--- src/rtl/wr_arria10_rx_align_ctrl.sv ---
// RX word-alignment controller for the Arria10 deterministic-latency PHY (rx_clkout domain).
// Optional 8b10b error monitor in LOCKED is built when WR_RX_ALIGN_ERRMON_EN is defined.
//
// state      | meaning
// IDLE       | disabled, control outputs low
// WAIT_LOCK  | waiting for CDR lock to data
// SETTLE     | lock held for g_settle_cycles before aligning
// ALIGN      | pattern-align request to the PHY, 4 cycles
// WAIT_SYNC  | waiting for word-aligner sync, bounded by g_sync_timeout
// CHECK      | sample slip boundary, accept only even values
// RESET_RX   | RX digital-reset pulse of g_reset_cycles, then retry
// LOCKED     | aligned with an even boundary, bitslide published
module wr_arria10_rx_align_ctrl #(
  parameter int g_settle_cycles = 1024,
  parameter int g_sync_timeout  = 65536,
  parameter int g_reset_cycles  = 64,
  parameter int g_max_retries   = 15,
  parameter int g_err_window    = 4096,
  parameter int g_err_threshold = 16
) (
  input  logic       clk_i,
  input  logic       rst_n_i,
  input  logic       enable_i,
  input  logic       rx_lockedtodata_i,
  input  logic       rx_syncstatus_i,
  input  logic [4:0] rx_bitslipboundarysel_i,
  input  logic       rx_errdetect_i,
  input  logic       rx_disperr_i,
  output logic       rx_patternalign_o,
  output logic       rx_digitalreset_o,
  output logic [4:0] rx_bitslide_o,
  output logic       rx_aligned_o,
  output logic [3:0] retry_cnt_o,
  output logic       align_fail_o
);

  typedef enum logic [2:0] {
    S_IDLE, S_WAIT_LOCK, S_SETTLE, S_ALIGN, S_WAIT_SYNC, S_CHECK, S_RESET_RX, S_LOCKED
  } state_t;

  // One shared down-counter serves every timed state, so size it for the longest.
  localparam int c_max_a = (g_settle_cycles > g_sync_timeout) ? g_settle_cycles : g_sync_timeout;
  localparam int c_max_b = (g_reset_cycles > 4) ? g_reset_cycles : 4;
  localparam int c_max   = (c_max_a > c_max_b) ? c_max_a : c_max_b;
  localparam int c_tw    = $clog2(c_max);

  state_t          state;
  logic [c_tw-1:0] timer;
  logic            enable_q;
  logic [3:0]      retry_inc;
  logic            retry_req;
  logic            err_trip;

`ifdef WR_RX_ALIGN_ERRMON_EN
  localparam int c_ww = $clog2(g_err_window);
  localparam int c_ew = $clog2(g_err_threshold + 1);

  logic [c_ww-1:0] win_cnt;
  logic [c_ew-1:0] err_cnt;
  logic            err_hit;

  assign err_hit  = rx_errdetect_i | rx_disperr_i;
  assign err_trip = (int'(err_cnt) + int'(err_hit)) >= g_err_threshold;

  // Window and count stay cleared outside LOCKED, so each LOCKED entry starts fresh.
  always_ff @(posedge clk_i or negedge rst_n_i) begin
    if (!rst_n_i) begin
      win_cnt <= '0;
      err_cnt <= '0;
    end else if (state != S_LOCKED) begin
      win_cnt <= c_ww'(g_err_window - 1);
      err_cnt <= '0;
    end else if (win_cnt == '0) begin
      win_cnt <= c_ww'(g_err_window - 1);
      err_cnt <= '0;
    end else begin
      win_cnt <= win_cnt - c_ww'(1);
      if (err_hit && (err_cnt != '1))
        err_cnt <= err_cnt + c_ew'(1);
    end
  end
`else
  localparam int c_unused_errmon = g_err_window + g_err_threshold;
  logic unused_err;
  assign unused_err = rx_errdetect_i ^ rx_disperr_i;
  assign err_trip   = 1'b0;
`endif

  assign retry_inc = (retry_cnt_o == 4'hf) ? 4'hf : retry_cnt_o + 4'd1;

  // Loss of lock in WAIT_SYNC takes priority over the timeout and does not count as a retry.
  assign retry_req =
      ((state == S_WAIT_SYNC) && rx_lockedtodata_i && !rx_syncstatus_i && (timer == '0)) ||
      ((state == S_CHECK) && rx_bitslipboundarysel_i[0]) ||
      ((state == S_LOCKED) && rx_lockedtodata_i && rx_syncstatus_i && err_trip);

  always_ff @(posedge clk_i or negedge rst_n_i) begin
    if (!rst_n_i) begin
      state             <= S_IDLE;
      timer             <= '0;
      enable_q          <= 1'b0;
      rx_patternalign_o <= 1'b0;
      rx_digitalreset_o <= 1'b0;
      rx_bitslide_o     <= '0;
      rx_aligned_o      <= 1'b0;
      retry_cnt_o       <= '0;
      align_fail_o      <= 1'b0;
    end else begin
      enable_q          <= enable_i;
      rx_patternalign_o <= 1'b0;
      rx_digitalreset_o <= 1'b0;
      rx_aligned_o      <= 1'b0;
      if (!enable_i) begin
        state <= S_IDLE;
        timer <= '0;
      end else begin
        rx_patternalign_o <= (state == S_ALIGN);
        rx_digitalreset_o <= (state == S_RESET_RX);
        if (!enable_q) begin
          retry_cnt_o  <= '0;
          align_fail_o <= 1'b0;
        end else if (retry_req) begin
          retry_cnt_o <= retry_inc;
          if (int'(retry_inc) >= g_max_retries)
            align_fail_o <= 1'b1;
        end
        case (state)
          S_IDLE: state <= S_WAIT_LOCK;
          S_WAIT_LOCK: begin
            if (rx_lockedtodata_i) begin
              state <= S_SETTLE;
              timer <= c_tw'(g_settle_cycles - 1);
            end
          end
          S_SETTLE: begin
            if (!rx_lockedtodata_i) begin
              state <= S_WAIT_LOCK;
            end else if (timer == '0) begin
              state <= S_ALIGN;
              timer <= c_tw'(3);
            end else begin
              timer <= timer - c_tw'(1);
            end
          end
          S_ALIGN: begin
            if (timer == '0) begin
              state <= S_WAIT_SYNC;
              timer <= c_tw'(g_sync_timeout - 1);
            end else begin
              timer <= timer - c_tw'(1);
            end
          end
          S_WAIT_SYNC: begin
            if (!rx_lockedtodata_i) begin
              state <= S_WAIT_LOCK;
            end else if (rx_syncstatus_i) begin
              state <= S_CHECK;
            end else if (timer == '0) begin
              state <= S_RESET_RX;
              timer <= c_tw'(g_reset_cycles - 1);
            end else begin
              timer <= timer - c_tw'(1);
            end
          end
          S_CHECK: begin
            if (rx_bitslipboundarysel_i[0]) begin
              state <= S_RESET_RX;
              timer <= c_tw'(g_reset_cycles - 1);
            end else begin
              rx_bitslide_o <= rx_bitslipboundarysel_i;
              state         <= S_LOCKED;
            end
          end
          S_RESET_RX: begin
            if (timer == '0)
              state <= S_WAIT_LOCK;
            else
              timer <= timer - c_tw'(1);
          end
          S_LOCKED: begin
            if (!rx_syncstatus_i || !rx_lockedtodata_i) begin
              state <= S_WAIT_LOCK;
            end else if (err_trip) begin
              state <= S_RESET_RX;
              timer <= c_tw'(g_reset_cycles - 1);
            end else begin
              rx_aligned_o <= 1'b1;
            end
          end
          default: state <= S_IDLE;
        endcase
      end
    end
  end

endmodule
--- config.mk ---
export PLATFORM = sky130hd
export DESIGN_NAME = wr_arria10_rx_align_ctrl
export DESIGN_NICKNAME = d
export VERILOG_FILES = /design/src/rtl/wr_arria10_rx_align_ctrl.sv
export SDC_FILE = /design/constraint.sdc
export NUM_CORES = 1
export LEC_CHECK = 0
export ABC_CLOCK_PERIOD_IN_PS = 7300
export BUFFER_PORTS_ARGS = -buffer_cell sky130_fd_sc_hd__clkbuf_2
export CAP_MARGIN = 20
export CORE_MARGIN = 5
export CORE_UTILIZATION = 60
export DETAILED_ROUTE_END_ITERATION = 7
export GPL_ROUTABILITY_DRIVEN = 0
export PLACE_DENSITY_LB_ADDON = 0.08
export SYNTH_ARGS = -nofsm -noshare
export SYNTH_HDL_FRONTEND = slang
export SYNTH_SLANG_ARGS = --single-unit
--- constraint.sdc ---
create_clock -name clk_i -period 7.3 [get_ports clk_i]
set_input_delay 1.095 -clock clk_i [delete_from_list [all_inputs] [get_ports clk_i]]
set_output_delay 1.095 -clock clk_i [all_outputs]
set_load 0.02 [all_outputs]
Word level (Yosys, flattened, before mapping)
Cells that the tools add are included.
Storage, ports and cells
  register bits: 32
  input bits: 12
  output and inout port bits: 13
Operators by class
  $add $sub $neg: 2
  order comparisons: 1
  equality and inequality tests: 22
  multiplexer cells: 34
  bitwise operators: 1
  reductions and logical operators: 15
Operators by type and width (number)
  $mux 16: 10
  $pmux 16 s6: 1
  $mux 3: 10
  $pmux 3 s8: 1
  $ne 3x3->1 const B: 6
  $logic_not 16->1: 1
  $sub 16x1->16 const B: 1
  $eq 3x3->1 const B: 4
  $mux 4: 3
  $mux 1: 9
  $ne 3x2->1 const B: 3
  $ne 7x1->1 const B: 1
  $reduce_and 7->1: 1
  $eq 3x2->1 const B: 2
  $reduce_and 3->1: 2
  $reduce_and 6->1: 1
  $ne 5x4->1 const B: 1
  $add 4x1->4 const B: 1
  $eq 4x4->1 const B: 1
  $ge 4x4->1 const B: 1
  $logic_and 1x1->1: 4
  $ne 2x1->1 const B: 2
  $ne 4x4->1 const B: 1
  $eq 3x1->1 const B: 1
  other kinds (5): 7

Logic depth before layout (Yosys ltp)
  depth in word-level cells: 7
  gate-level depth with buffers: 9
  depth with buffers taken out: 8

Least setup slack after synthesis
No wires, ideal clock.
  path kind: in2reg
  start point: input port enable_i
  end point: register timer[4]
  library setup time: 0.122 ns
  data arrival time: 2.239 ns
  path slack: 4.940 ns
  stages on the path: 7
  buffers on the path: 1
  cell sequence: nand2_1 > nor4_4 > a31oi_1 > a21bo_2 > clkbuf_1 > nand3_1 > a32o_1
On the way
  word-level cells in the longest chain between the ends: 2
  elaborated cells on any way between the ends: 9
  those cells by class: eq/ne (7); mux (1); reduce/logical (1)
RTL lines
  start, declared: line 23  | input logic enable_i,
  $ne 7x1->1 (no line) or $ne 3x3->1 (tied branches)
  $reduce_and 7->1 (no line)
  end signal, assigned: line 132  | timer <= c_tw'(g_settle_cycles - 1);
  end signal, assigned: line 140  | timer <= c_tw'(3);
  end signal, assigned: line 142  | timer <= timer - c_tw'(1);
  end, declared: line 48  | logic [c_tw-1:0] timer;
Parallel ways exist; a longest one is shown, timed or not.
A chain may end at the register's enable or synchronous reset.

Worst setup path in the final report
  start point: register timer[0]
  end point: register timer[4]
On the way
  word-level cells in the longest chain between the ends: 6
  elaborated cells on any way between the ends: 13
  those cells by class: add/sub (1); eq/ne (1); mux (9); reduce/logical (2)
RTL lines
  $sub 16x1->16 or $logic_not 16->1 (tied branches)
  $mux 16: line 158  | end else if (timer == '0) begin
  $mux 16: line 156  | end else if (rx_syncstatus_i) begin
  $mux 16: line 154  | if (!rx_lockedtodata_i) begin
  $pmux 16 s6: line 127  | case (state)
  $mux 16: line 113  | if (!enable_i) begin
Parallel ways exist; a longest one is shown, timed or not. The select of a mux whose other input is x is not followed.

==> run_results.csv <==
group,metric,value,unit
run_status,status,"complete, no violations",
routing,viasPerCell,6.502,
sta,finalCritPeriodShare,39.18,%
die,die_w,70.48,µm
clocking,cts_buffers,5,
synthesis,ys_seq_area_share,36.49,%
setup_path,crit_chain,"inv_1 > ha_1 > nor4b_4 > and4_1 > nand2_1 > inv_1 > nor2_1 > a32o_1",
setup_path,cp-startpoint,"timer[0]",
min_path,min_from,"rx_bitslide_o[3]",
setup_path,crit_path_max_incr_delay,0.50,ns
synthesis,synth_xor_area_share,0.3991,%
setup_path,crit_top_cell,"inv_1",
power,p_leak,1.056,nW
global_routing,grt_pass1_vias,1759,
clocking,clockBufferDepth,2,
die,core.rowCount,22,
power,ir_drop,0.00009328,V
synthesis,syn-num-nets,262,
setup_path,reg2reg_depth,8,
clocking,htreeDepth,2,
sta,min_period,2.860,ns
clocking,cts_tree,"yes",
setup_path,required,7.48,ns
synthesis,synth_cell_types,61,
setup_path,path_max_fanout,15,
clocking,cts-resized-gates,0,
global_routing,grt_usage,21.49,%
final_layout,fill_cells,325,
sta,fin_setup_tns,0,ns
clocking,clk_latency,0.29,ns
setup_path,reg2reg_slack,4.44,ns
synthesis,ys_warn_count,0,
sta,holdWs,0.5113,ns
die,core-area,0.003606,mm²
routing,drtIter0Drc,122,
synthesis,netlist_area,0.002195,mm²
clocking,clkSinkCount,32,
die,start_util,60.86,%
setup_path,crit_path_end_kind,"flip-flop",
synthesis,synth_top_family_by_area,"simple AND/OR/NAND/NOR gates",
routing,first_pass_iters,7,
setup_path,rr_endpoint,"timer[4]",
clocking,root_buffer,"clkbuf_8",
global_routing,antenna_found_initial,0,
sta,worst_pin_slew,0.7631,ns
global_routing,globalRouteOverflowTotal,0,
routing,wl_per_cell,16.90,µm
routing,detail-route-antenna-nets,0,
synthesis,synth_edf_count,0,
synthesis,synth_compound_area_share,26.17,%
die,io_pins,25,
final_layout,area_delta_synth_final,8.096,%
synthesis,synthFlopType,"dfrtp_1",
synthesis,synthMuxAreaShare,3.079,%
clocking,cts_setup_buffers,0,
sta,fmax,349.7,MHz
placement,io_buffers,21,
global_routing,grt_pass1_wl,8569,µm
setup_path,crit_type,"flip-flop to flip-flop",
routing,route.detailed.drc,0,
sta,rsz0062_at_grt,"false",
sta,slew_headroom,49.13,%
setup_path,reg2reg_from,"timer[0]",
setup_path,start_kind,"flip-flop",
clocking,clk_pin_slew,0.07,ns
final_layout,layout-drive-gt1-share,19.54,%
routing,route.vias.total,2009,
final_layout,diodes,0,
clocking,hold_buffers,0,
synthesis,avgSynthCellArea,8.849,µm²
sta,finalSetupViolations,0,
synthesis,ys_top_cells_by_area,"dfrtp_1 36%, o21ai_0 4.3%, nor2_1 3.6%",
min_path,min_path_type,"flip-flop to flip-flop",
synthesis,async_reset_ff_share,100.0,%
setup_path,timing.critical_path.slowest_stage_cell,"and4_1",
sta,fin_skew,0.003208,ns
placement,dpl.hpwl,3661,µm
synthesis,synth_top_area_cell,"dfrtp_1",
synthesis,synth_fa_ha_area_share,1.596,%
synthesis,synth_seq_cells,32,
routing,finalWirelength,5221,µm
synthesis,synth_top_area_share,36.49,%
min_path,worstHoldEndpoint,"rx_bitslide_o[3]",
synthesis,synthSimpleGateAreaFrac,26.40,%
synthesis,post_synth_inst_count,248,
job,maxCapViolations,0,
sta,hold_viol_final,0,
final_layout,finalNetCount,274,
die,die-area,0.004967,mm²
min_path,hold_depth,1,
power,powerDensity,212.4,mW/mm²
setup_path,crit_arrival,3.04,ns
global_routing,grt_start_max_net_pins,33,
die,fp.dieH,70.48,µm
sta,slew_violations,0,
==> registers in the layout, summed over array words and instances (netlist names) <==
name and cells:
rx_aligned_o 1, rx_patternalign_o 1, retry_cnt_o 4, state 3
timer 16, rx_bitslide_o 4, enable_q 1, rx_digitalreset_o 1
align_fail_o 1
==> critical path, delay by kind of cell (launching register included) <==
kind | cells | cell delay [ns]
AND/OR/NAND/NOR | 4 | 1.44
buffers and inverters | 2 | 0.42
flip-flops | 1 | 0.42
AO/OA/AOI/OAI | 1 | 0.25
adder cells (fa/ha/maj) | 1 | 0.21
==> cell usage after synthesis (2+ instances only) <==
library cell / count
nor2b_1: 5
a22o_1: 5
nor4_4: 3
o211ai_1: 7
or4_1: 4
a22oi_1: 2
dfrtp_1: 32
clkbuf_1: 7
nand2_1: 19
buf_2: 3
o2bb2ai_1: 3
nor2_1: 21
nor4_1: 4
nand3_1: 13
a21o_1: 3
o22ai_1: 4
mux2_2: 6
o21ai_0: 19
ha_1: 2
a31o_2: 2
nor3_1: 8
nand2b_1: 5
a21boi_0: 3
inv_1: 12
buf_4: 4
a31oi_1: 3
a32o_1: 2
a21oi_1: 14
==> logic make-up after synthesis <==
group,Yosys count
buffers and inverters,28
adder cells (fa/ha/maj),3
AND/OR/NAND/NOR,95
AO/OA/AOI/OAI,82
XOR/XNOR,1
flip-flops,32
multiplexers,6
other,1
==> metrics by stage <==
stage	utilization, %	power [W]	worst slack [ns]	instance area (µm²)	instances
6_report	65.79	0.0005038	4.440	2372	309
5_1_grt	65.79	0.0005346	4.251	2372	309
4_1_cts	65.79	0.0005047	4.471	2372	309
3_5_place_dp	63.22	0.0003634	4.258	2280	301
3_3_place_gp	63.22	0.0003606	4.315	2280	301
2_1_floorplan	-	0.0003293	4.940	2195	248
==> per-layer routing <==
metal / part of all wire [%] / track usage, % / vias to the layer above / wire length, µm
met5: 0 / 0 / - / 0
met1: 46 / 31.67 / 952 / 2392
li1: - / - / 949 / -
met4: 1.5 / 6.383 / 0 / 79
met3: 8.2 / 5.468 / 9 / 430
met2: 44 / 30.77 / 99 / 2319
==> cells in the final DEF (no fill, tap or decap), types with 4 or more instances in the layout <==
master    count
inv_1        12
o211ai_1      7
clkbuf_2     21
or4_1         4
dfrtp_1      32
nor2_1       21
nand2b_1      5
a22o_1        5
mux2_2        6
o22ai_1       4
nand2_1      19
nand3_1      13
a21oi_1      14
nor4_1        4
o21ai_0      19
clkbuf_8      6
nor3_1        8
nor2b_1       5
==> cell type report <==
| type | count | area, µm² | area share, % |
|---|---|---|---|
| clock buffer | 6 | 82.58 | 3.481 |
| clock inverter | 2 | 10.01 | 0.4219 |
| multi-input combinational | 188 | 1269 | 53.48 |
| tap | 48 | 60.06 | 2.532 |
| sequential | 32 | 800.8 | 33.76 |
| inverter | 12 | 45.04 | 1.899 |
| timing repair buffer | 21 | 105.1 | 4.430 |
==> worst max-delay path by stage <==
stage / to
2_1_floorplan: timer[4]
3_3_place_gp: timer[5]
3_5_place_dp: timer[5]
4_1_cts: timer[4]
5_1_grt: timer[3]
6_report: timer[4]
==> where the power goes <==
group	switching, W	internal [W]
registers	0.0000309	0.000192
clock network	0.0000658	0.0000751
logic	0.0000846	0.0000551
Power figures use the tool's default switching activity.
